--- config.mk ---
export PLATFORM = sky130hd
export DESIGN_NAME = fsk_transmitter_flat
export DESIGN_NICKNAME = d
export VERILOG_FILES = /design/src/rtl/fsk_transmitter_if.sv /design/src/rtl/fsk_transmitter.sv /design/src/flat_wrapper.sv
export SDC_FILE = /design/constraint.sdc
export NUM_CORES = 1
export LEC_CHECK = 0
export ABC_AREA = 1
export CAP_MARGIN = 30
export CORE_MARGIN = 1
export CORE_UTILIZATION = 30
export CTS_CLUSTER_DIAMETER = 40
export DETAILED_ROUTE_END_ITERATION = 8
export PLACE_DENSITY_LB_ADDON = 0.25
export SYNTH_ARGS = -nofsm -noshare
export SYNTH_HDL_FRONTEND = slang
export SYNTH_SLANG_ARGS = --single-unit
--- constraint.sdc ---
create_clock -name clock -period 2.9 [get_ports clock]
set_clock_uncertainty 0.1 [all_clocks]
set_input_delay 0.58 -clock clock [delete_from_list [all_inputs] [get_ports clock]]
set_output_delay 0.58 -clock clock [all_outputs]
set_load 0.02 [all_outputs]
--- src/rtl/fsk_transmitter_if.sv ---
// Word handshake between the packet framer (master) and the FSK transmitter (slave).
interface fsk_transmitter_if #(
  parameter int unsigned DATA_WIDTH = 8
);
  logic [DATA_WIDTH-1:0] data_in;
  logic                  data_valid;
  logic                  data_ready;

  modport master (output data_in, output data_valid, input data_ready);
  modport slave  (input data_in, input data_valid, output data_ready);
endinterface

--- src/rtl/fsk_transmitter.sv ---
// Two-tone FSK modulator: serialises words LSB-first, each bit sent as a square wave
// at FREQUENCY0 (bit 0) or FREQUENCY1 (bit 1) for one bit period.
module fsk_transmitter #(
  parameter int unsigned FREQUENCY0      = 9000,
  parameter int unsigned FREQUENCY1      = 11000,
  parameter int unsigned BAUD_RATE       = 1000,
  parameter int unsigned DATA_WIDTH      = 8,
  parameter int unsigned CLOCK_FREQUENCY = 50000000
) (
  input  logic                clock,
  input  logic                clear,
  input  logic                enable,
  fsk_transmitter_if.slave    bus,
  output logic                fsk_out,
  output logic                busy,
  output logic                current_bit,
  output logic [31:0]         words_sent
);

  localparam logic [31:0] HALF0     = 32'(CLOCK_FREQUENCY / (2 * FREQUENCY0));
  localparam logic [31:0] HALF1     = 32'(CLOCK_FREQUENCY / (2 * FREQUENCY1));
  localparam logic [31:0] BIT_TICKS = 32'(CLOCK_FREQUENCY / BAUD_RATE);
  localparam logic [31:0] LAST_TICK = BIT_TICKS - 32'd1;
  localparam logic [31:0] LAST_BIT  = 32'(DATA_WIDTH - 1);

  if (BIT_TICKS < 2 * HALF0) begin : g_bad_bit_period
    $error("fsk_transmitter: bit period shorter than one FREQUENCY0 cycle");
  end
  if (FREQUENCY1 <= FREQUENCY0) begin : g_bad_tones
    $error("fsk_transmitter: FREQUENCY1 must exceed FREQUENCY0");
  end
  if (DATA_WIDTH < 1 || HALF1 < 1) begin : g_bad_width
    $error("fsk_transmitter: DATA_WIDTH and HALF1 must be at least 1");
  end

  typedef enum logic {IDLE, SEND} state_e;

  state_e                state_q, state_d;
  logic [DATA_WIDTH-1:0] shreg_q, shreg_d;
  logic [31:0]           bit_idx_q, bit_idx_d;
  logic [31:0]           tick_q, tick_d;
  logic [31:0]           half_q, half_d;
  logic [31:0]           words_q, words_d;
  logic                  fsk_q, fsk_d;
  logic                  busy_q, busy_d;
  logic                  cur_q, cur_d;
  logic                  rdy_en_q, rdy_en_d;

  logic        last_tick, word_end, data_ready, handshake;
  logic [31:0] half_len;

  always_comb begin
    last_tick  = (tick_q == LAST_TICK);
    word_end   = (state_q == SEND) && last_tick && (bit_idx_q == LAST_BIT);
    // rdy_en_q keeps data_ready low until the first edge after clear is released
    data_ready = ((state_q == IDLE) && rdy_en_q) || word_end;
    handshake  = bus.data_valid && data_ready && enable;
    half_len   = cur_q ? HALF1 : HALF0;
  end

  assign bus.data_ready = data_ready;

  always_comb begin
    state_d   = state_q;
    shreg_d   = shreg_q;
    bit_idx_d = bit_idx_q;
    tick_d    = tick_q;
    half_d    = half_q;
    words_d   = words_q;
    fsk_d     = fsk_q;
    busy_d    = busy_q;
    cur_d     = cur_q;
    rdy_en_d  = 1'b1;

    if (enable && state_q == SEND) begin
      if (last_tick) begin
        tick_d    = '0;
        half_d    = '0;
        fsk_d     = 1'b1;
        shreg_d   = shreg_q >> 1;
        cur_d     = shreg_d[0];
        bit_idx_d = bit_idx_q + 32'd1;
        if (word_end) begin
          words_d = words_q + 32'd1;
          state_d = IDLE;
          fsk_d   = 1'b0;
          busy_d  = 1'b0;
          cur_d   = 1'b0;
        end
      end else begin
        if (half_q == half_len - 32'd1) begin
          fsk_d  = ~fsk_q;
          half_d = '0;
        end else begin
          half_d = half_q + 32'd1;
        end
        tick_d = tick_q + 32'd1;
      end
    end

    // A handshake (from IDLE or at the last tick of a word) overrides the idle return,
    // so back-to-back words chain with no gap.
    if (handshake) begin
      state_d   = SEND;
      shreg_d   = bus.data_in;
      bit_idx_d = '0;
      tick_d    = '0;
      half_d    = '0;
      fsk_d     = 1'b1;
      busy_d    = 1'b1;
      cur_d     = bus.data_in[0];
    end
  end

  always_ff @(posedge clock or negedge clear) begin
    if (!clear) begin
      state_q   <= IDLE;
      shreg_q   <= '0;
      bit_idx_q <= '0;
      tick_q    <= '0;
      half_q    <= '0;
      words_q   <= '0;
      fsk_q     <= 1'b0;
      busy_q    <= 1'b0;
      cur_q     <= 1'b0;
      rdy_en_q  <= 1'b0;
    end else begin
      state_q   <= state_d;
      shreg_q   <= shreg_d;
      bit_idx_q <= bit_idx_d;
      tick_q    <= tick_d;
      half_q    <= half_d;
      words_q   <= words_d;
      fsk_q     <= fsk_d;
      busy_q    <= busy_d;
      cur_q     <= cur_d;
      rdy_en_q  <= rdy_en_d;
    end
  end

  assign fsk_out     = fsk_q;
  assign busy        = busy_q;
  assign current_bit = cur_q;
  assign words_sent  = words_q;

endmodule

--- src/flat_wrapper.sv ---
// flat-port wrapper written by rule: the top's interface ports become plain ports
module fsk_transmitter_flat 
#(
  parameter int unsigned FREQUENCY0      = 9000,
  parameter int unsigned FREQUENCY1      = 11000,
  parameter int unsigned BAUD_RATE       = 1000,
  parameter int unsigned DATA_WIDTH      = 8,
  parameter int unsigned CLOCK_FREQUENCY = 50000000
)
  (clock, clear, enable, fsk_out, busy, current_bit, words_sent, bus_data_in, bus_data_valid, bus_data_ready);
  fsk_transmitter_if #(.DATA_WIDTH(DATA_WIDTH)) bus_i ();
  input  logic clock;
  input  logic clear;
  input  logic enable;
  output logic fsk_out;
  output logic busy;
  output logic current_bit;
  output logic [31:0] words_sent;
  input wire logic [$bits(bus_i.data_in)-1:0] bus_data_in;
  input wire logic [$bits(bus_i.data_valid)-1:0] bus_data_valid;
  output wire logic [$bits(bus_i.data_ready)-1:0] bus_data_ready;
  assign bus_i.data_in = bus_data_in;
  assign bus_i.data_valid = bus_data_valid;
  assign bus_data_ready = bus_i.data_ready;
  fsk_transmitter #(.FREQUENCY0(FREQUENCY0), .FREQUENCY1(FREQUENCY1), .BAUD_RATE(BAUD_RATE), .DATA_WIDTH(DATA_WIDTH), .CLOCK_FREQUENCY(CLOCK_FREQUENCY)) u_core (.clock(clock), .clear(clear), .enable(enable), .bus(bus_i), .fsk_out(fsk_out), .busy(busy), .current_bit(current_bit), .words_sent(words_sent));
endmodule
==> results.md <==
- Result of the run: completed
- Post-layout nets: 1,610
- Kind of end point of the critical path: output port
- Synthesized-area fraction occupied by ao, oa, aoi and oai cells: 3.76%
- Post-CTS Setup Inserts: 0
- Post-synthesis average cell area: 6.40 µm²
- Total number of yosys warnings: 0
- Half-perimeter wire length after placement: 22.4 mm
- Fin util: 35.5%
- Initial core utilization: 30.5%
- Post-synthesis xor/xnor area fraction: 6.44%
- Number of buffers on the longest clock path: 2
- Number of distinct standard cells referenced by the synthesized netlist: 37
- Count of final hold-check violations: 0
- Via count of the routed design: 10,000
- Cells traversed along the worst timing path: ha_1 -> nand3_1 -> nor2_1 -> nand2_1 -> nor2_2 -> nand2_4 -> nand2_8 -> clkbuf_2
- Number of global-route vias before repair: 9,567
- Post-synthesis mux area share: 0%
- RSZ-0062 raised after global routing: false
- Max transition margin: 50.9%
- Number of buffers added by the clock tree synthesis step: 17
- Number of DRC markers after the initial detailed-route iteration: 649
- DRT antenna net count: 0
- Die outline width: 184 µm
- Peak fanout along the critical path: 5
- Setup TNS: 0 ns
- Final count of pins violating max slew: 0
- Largest family of logic cells by synthesized area: simple AND/OR/NAND/NOR gates
- Total die area: 33,800 µm²
- Post-route minimum period: 2.68 ns
- Total power: 0.00491 W
- Static power due to leakage: 5.44 nW
- Endpoint arrival time on the critical path: 2.00 ns
- Post-route worst setup slack: 0.221 ns
- Wire length of the first global-routing pass: 51.3 mm
- Endpoints failing setup: 0
- Pin count of the biggest net entering global routing: 54
- Antenna violations before repair: 0
- Simple logic cell fraction of the synthesized area: 46.5%
- Gate count of the mapped netlist: 1,551
- Number of enable flip-flop cells after synthesis: 0
- IO Port Bufs: 47
- Placement Rows: 66
- Worst vdd rail ir drop: 0.000382 V
- Gr ovfl total: 0
- Pre-CTS setup slack: 0.224 ns
- Wire per inst: 15.1 µm
- Dominant delay contributor by cell family on the critical path: simple AND/OR/NAND/NOR gates
- Worst EP required: 2.22 ns
- Clock tree from TritonCTS: built
- Root buffer cell: clkbuf_16
- Area share of fa/ha/maj cells after synthesis: 0.504%
- Max-cap violations: 0
- Proportion of layout cells with a drive suffix above 1: 5.79%
- Worst Tran Pin Value: 0.734 ns
- Total wirelength of the detailed-routed design: 31.0 mm
- Final Cycle Share: 92.4%
- WP buf/inv: 1
- Remaining DRCs: 0
- All-layer global routing usage: 19.1%
- Cell type of the slowest stage on the worst timing path: dfrtp_1
- Number of synthesized register bits: 139
- Power per standard cell area: 426 nW/µm²
- I/O pin count: 48
- Sequential share of the synthesized area: 35.0%
- Net Count, Synth: 1,567
- Area delta synth->final: 16.3%
- Class of the tightest hold or removal check: flip-flop to flip-flop
- Clock slew seen by the registers of the worst setup and hold paths: 0.07 ns
- Sinks on the clock net: 139
- Final RePlAce weighted congestion: 0.903
- Area inside the core boundary: 32,500 µm²
- Number of optimization iterations in the first detailed-route pass: 5
- Via density: 4.89
- Maximum clock rate: 373 MHz
- Insertion delay of the later-clocked pin in the worst-skew pair: 0.45 ns
- Antenna diode count: 0
- Die H: 184 µm
- Critical setup path kind: flip-flop to output port
- Share of async-settable or async-resettable flops after synthesis: 100%
- Count of H-tree levels built during CTS: 4
- Post-Synthesis Cell Area: 9930 µm²
- Startpoint type of the worst setup path: flip-flop
- Slowest Stage Delay on Critical Path: 0.43 ns
- Flip-flop cell with the highest count after synthesis: dfrtp_1
==> sequential cells by signal, indices dropped and copies added (netlist names) <==
signal	count
u_core.bit_idx_q	32
u_core.half_q	32
u_core.tick_q	32
u_core.words_sent	32
u_core.shreg_q	7
u_core.current_bit	1
u_core.fsk_out	1
u_core.rdy_en_q	1
u_core.state_q	1
==> routing by layer <==
metal | GRT usage (%) | part of all wire, %
met1 | 26.7 | 48
met2 | 30.5 | 46
met3 | 3.39 | 4.6
met4 | 4.43 | 1.2
met5 | 0 | 0
==> where the power goes <==
group          switching, W  leakage (nW)  internal (W)
clock               0.00107         0.286       0.00116
combinational      0.000345          3.26      0.000183
sequential         0.000131          1.89       0.00202
==> path summary, 6_finish.rpt <==
path	startpoint	end	slack, ns	depth (start not counted)
max	u_core.tick_q[0]	bus_data_ready	0.22	8
min	u_core.shreg_q[7]	u_core.shreg_q[7]	0.38	2
max reg2reg	u_core.tick_q[0]	u_core.fsk_out	0.27	14
min reg2reg	u_core.shreg_q[7]	u_core.shreg_q[7]	0.38	2
max in group asynchronous	clear	u_core.bit_idx_q[24]	1.40	3
min in group asynchronous	clear	u_core.tick_q[19]	0.56	2
==> cells by family after synthesis <==
| family | count (synthesis) |
|---|---|
| adder cells (fa/ha/maj) | 4 |
| other | 1 |
| AND/OR/NAND/NOR | 1089 |
| buffers and inverters | 182 |
| AO/OA/AOI/OAI | 63 |
| XOR/XNOR | 73 |
| flip-flops | 139 |
==> layout by cell type (no fill, tap or decap), drive strengths merged <==
| cell | netlist | layout |
|---|---|---|
| or2 | 7 | 7 |
| nand4 | 54 | 54 |
| clkdlybuf4s50 | 0 | 45 |
| a21oi | 21 | 21 |
| a21o | 5 | 5 |
| xnor2 | 21 | 21 |
| nor3 | 48 | 48 |
| nand2 | 543 | 543 |
| ha | 4 | 4 |
| o31ai | 1 | 1 |
| o21bai | 1 | 1 |
| dfrtp | 139 | 139 |
| nor3b | 1 | 1 |
| clkinv | 2 | 7 |
| nor2 | 248 | 248 |
| clkinvlp | 0 | 2 |
| clkbuf | 17 | 18 |
| nand3b | 2 | 2 |
| xor2 | 52 | 52 |
| conb | 1 | 1 |
| nand2b | 1 | 1 |
| o211ai | 14 | 14 |
| buf | 40 | 34 |
| and2 | 1 | 1 |
| o22ai | 1 | 1 |
| inv | 123 | 131 |
| dlygate4sd3 | 0 | 1 |
| nand3 | 184 | 184 |
| o21ai | 20 | 20 |
==> worst reg2reg max path, stage by stage (launching register included) <==
cell and delay [ns]:
dfrtp_1 0.43, ha_1 0.24, nand3_1 0.11, nor2_1 0.16
nand2_1 0.08, nor2_2 0.19, nand2_4 0.11, nand2_8 0.07
buf_4 0.32, nand2_4 0.16, nand2_4 0.11, buf_6 0.25
nand2_1 0.09, nand2_1 0.06, nand2_1 0.06
==> area by class of cell <==
| type | count | area, µm² |
|---|---|---|
| well taps | 442 | 553 |
| clock buffers | 17 | 425 |
| fillers | 3614 | 21000 |
| multi-input cells | 1230 | 5690 |
| inverters | 125 | 469 |
| clock inverters | 15 | 176 |
| repair buffers | 81 | 753 |
| flip-flops and latches | 139 | 3480 |
==> timing repair <==
action	CTS	global route
hold endpoints to repair	1	0
gates resized for setup	1	3
setup endpoints to repair	1	2
hold buffers	1	0
==> cells in the mapped netlist (5+ instances only) <==
cell	instances	area (µm²)
nand2_1	536	2010
nor2_1	244	916
nand3_1	184	921
dfrtp_1	139	3480
inv_1	118	443
nand4_1	54	338
xor2_1	52	455
nor3_1	48	240
buf_2	27	135
a21oi_1	21	105
xnor2_1	21	184
clkbuf_1	17	63.8
o211ai_1	14	105
o21ai_0	12	60.1
o21ai_1	7	35.0
or2_2	7	43.8
a21o_1	5	37.5
buf_1	5	18.8
buf_6	5	56.3
inv_2	5	18.8
==> through the flow <==
| stage | instance area (µm²) | hold WS [ns] | instances |
|---|---|---|---|
| floorplan | 9930 | 0.184 | 1551 |
| global placement | 10900 | 0.363 | 2016 |
| detailed placement | 10900 | 0.360 | 2016 |
| CTS | 11500 | 0.377 | 2049 |
| global route | 11500 | 0.417 | 2049 |
| finish | 11500 | 0.380 | 2049 |
No activity file was read; power rests on OpenSTA's default activity.
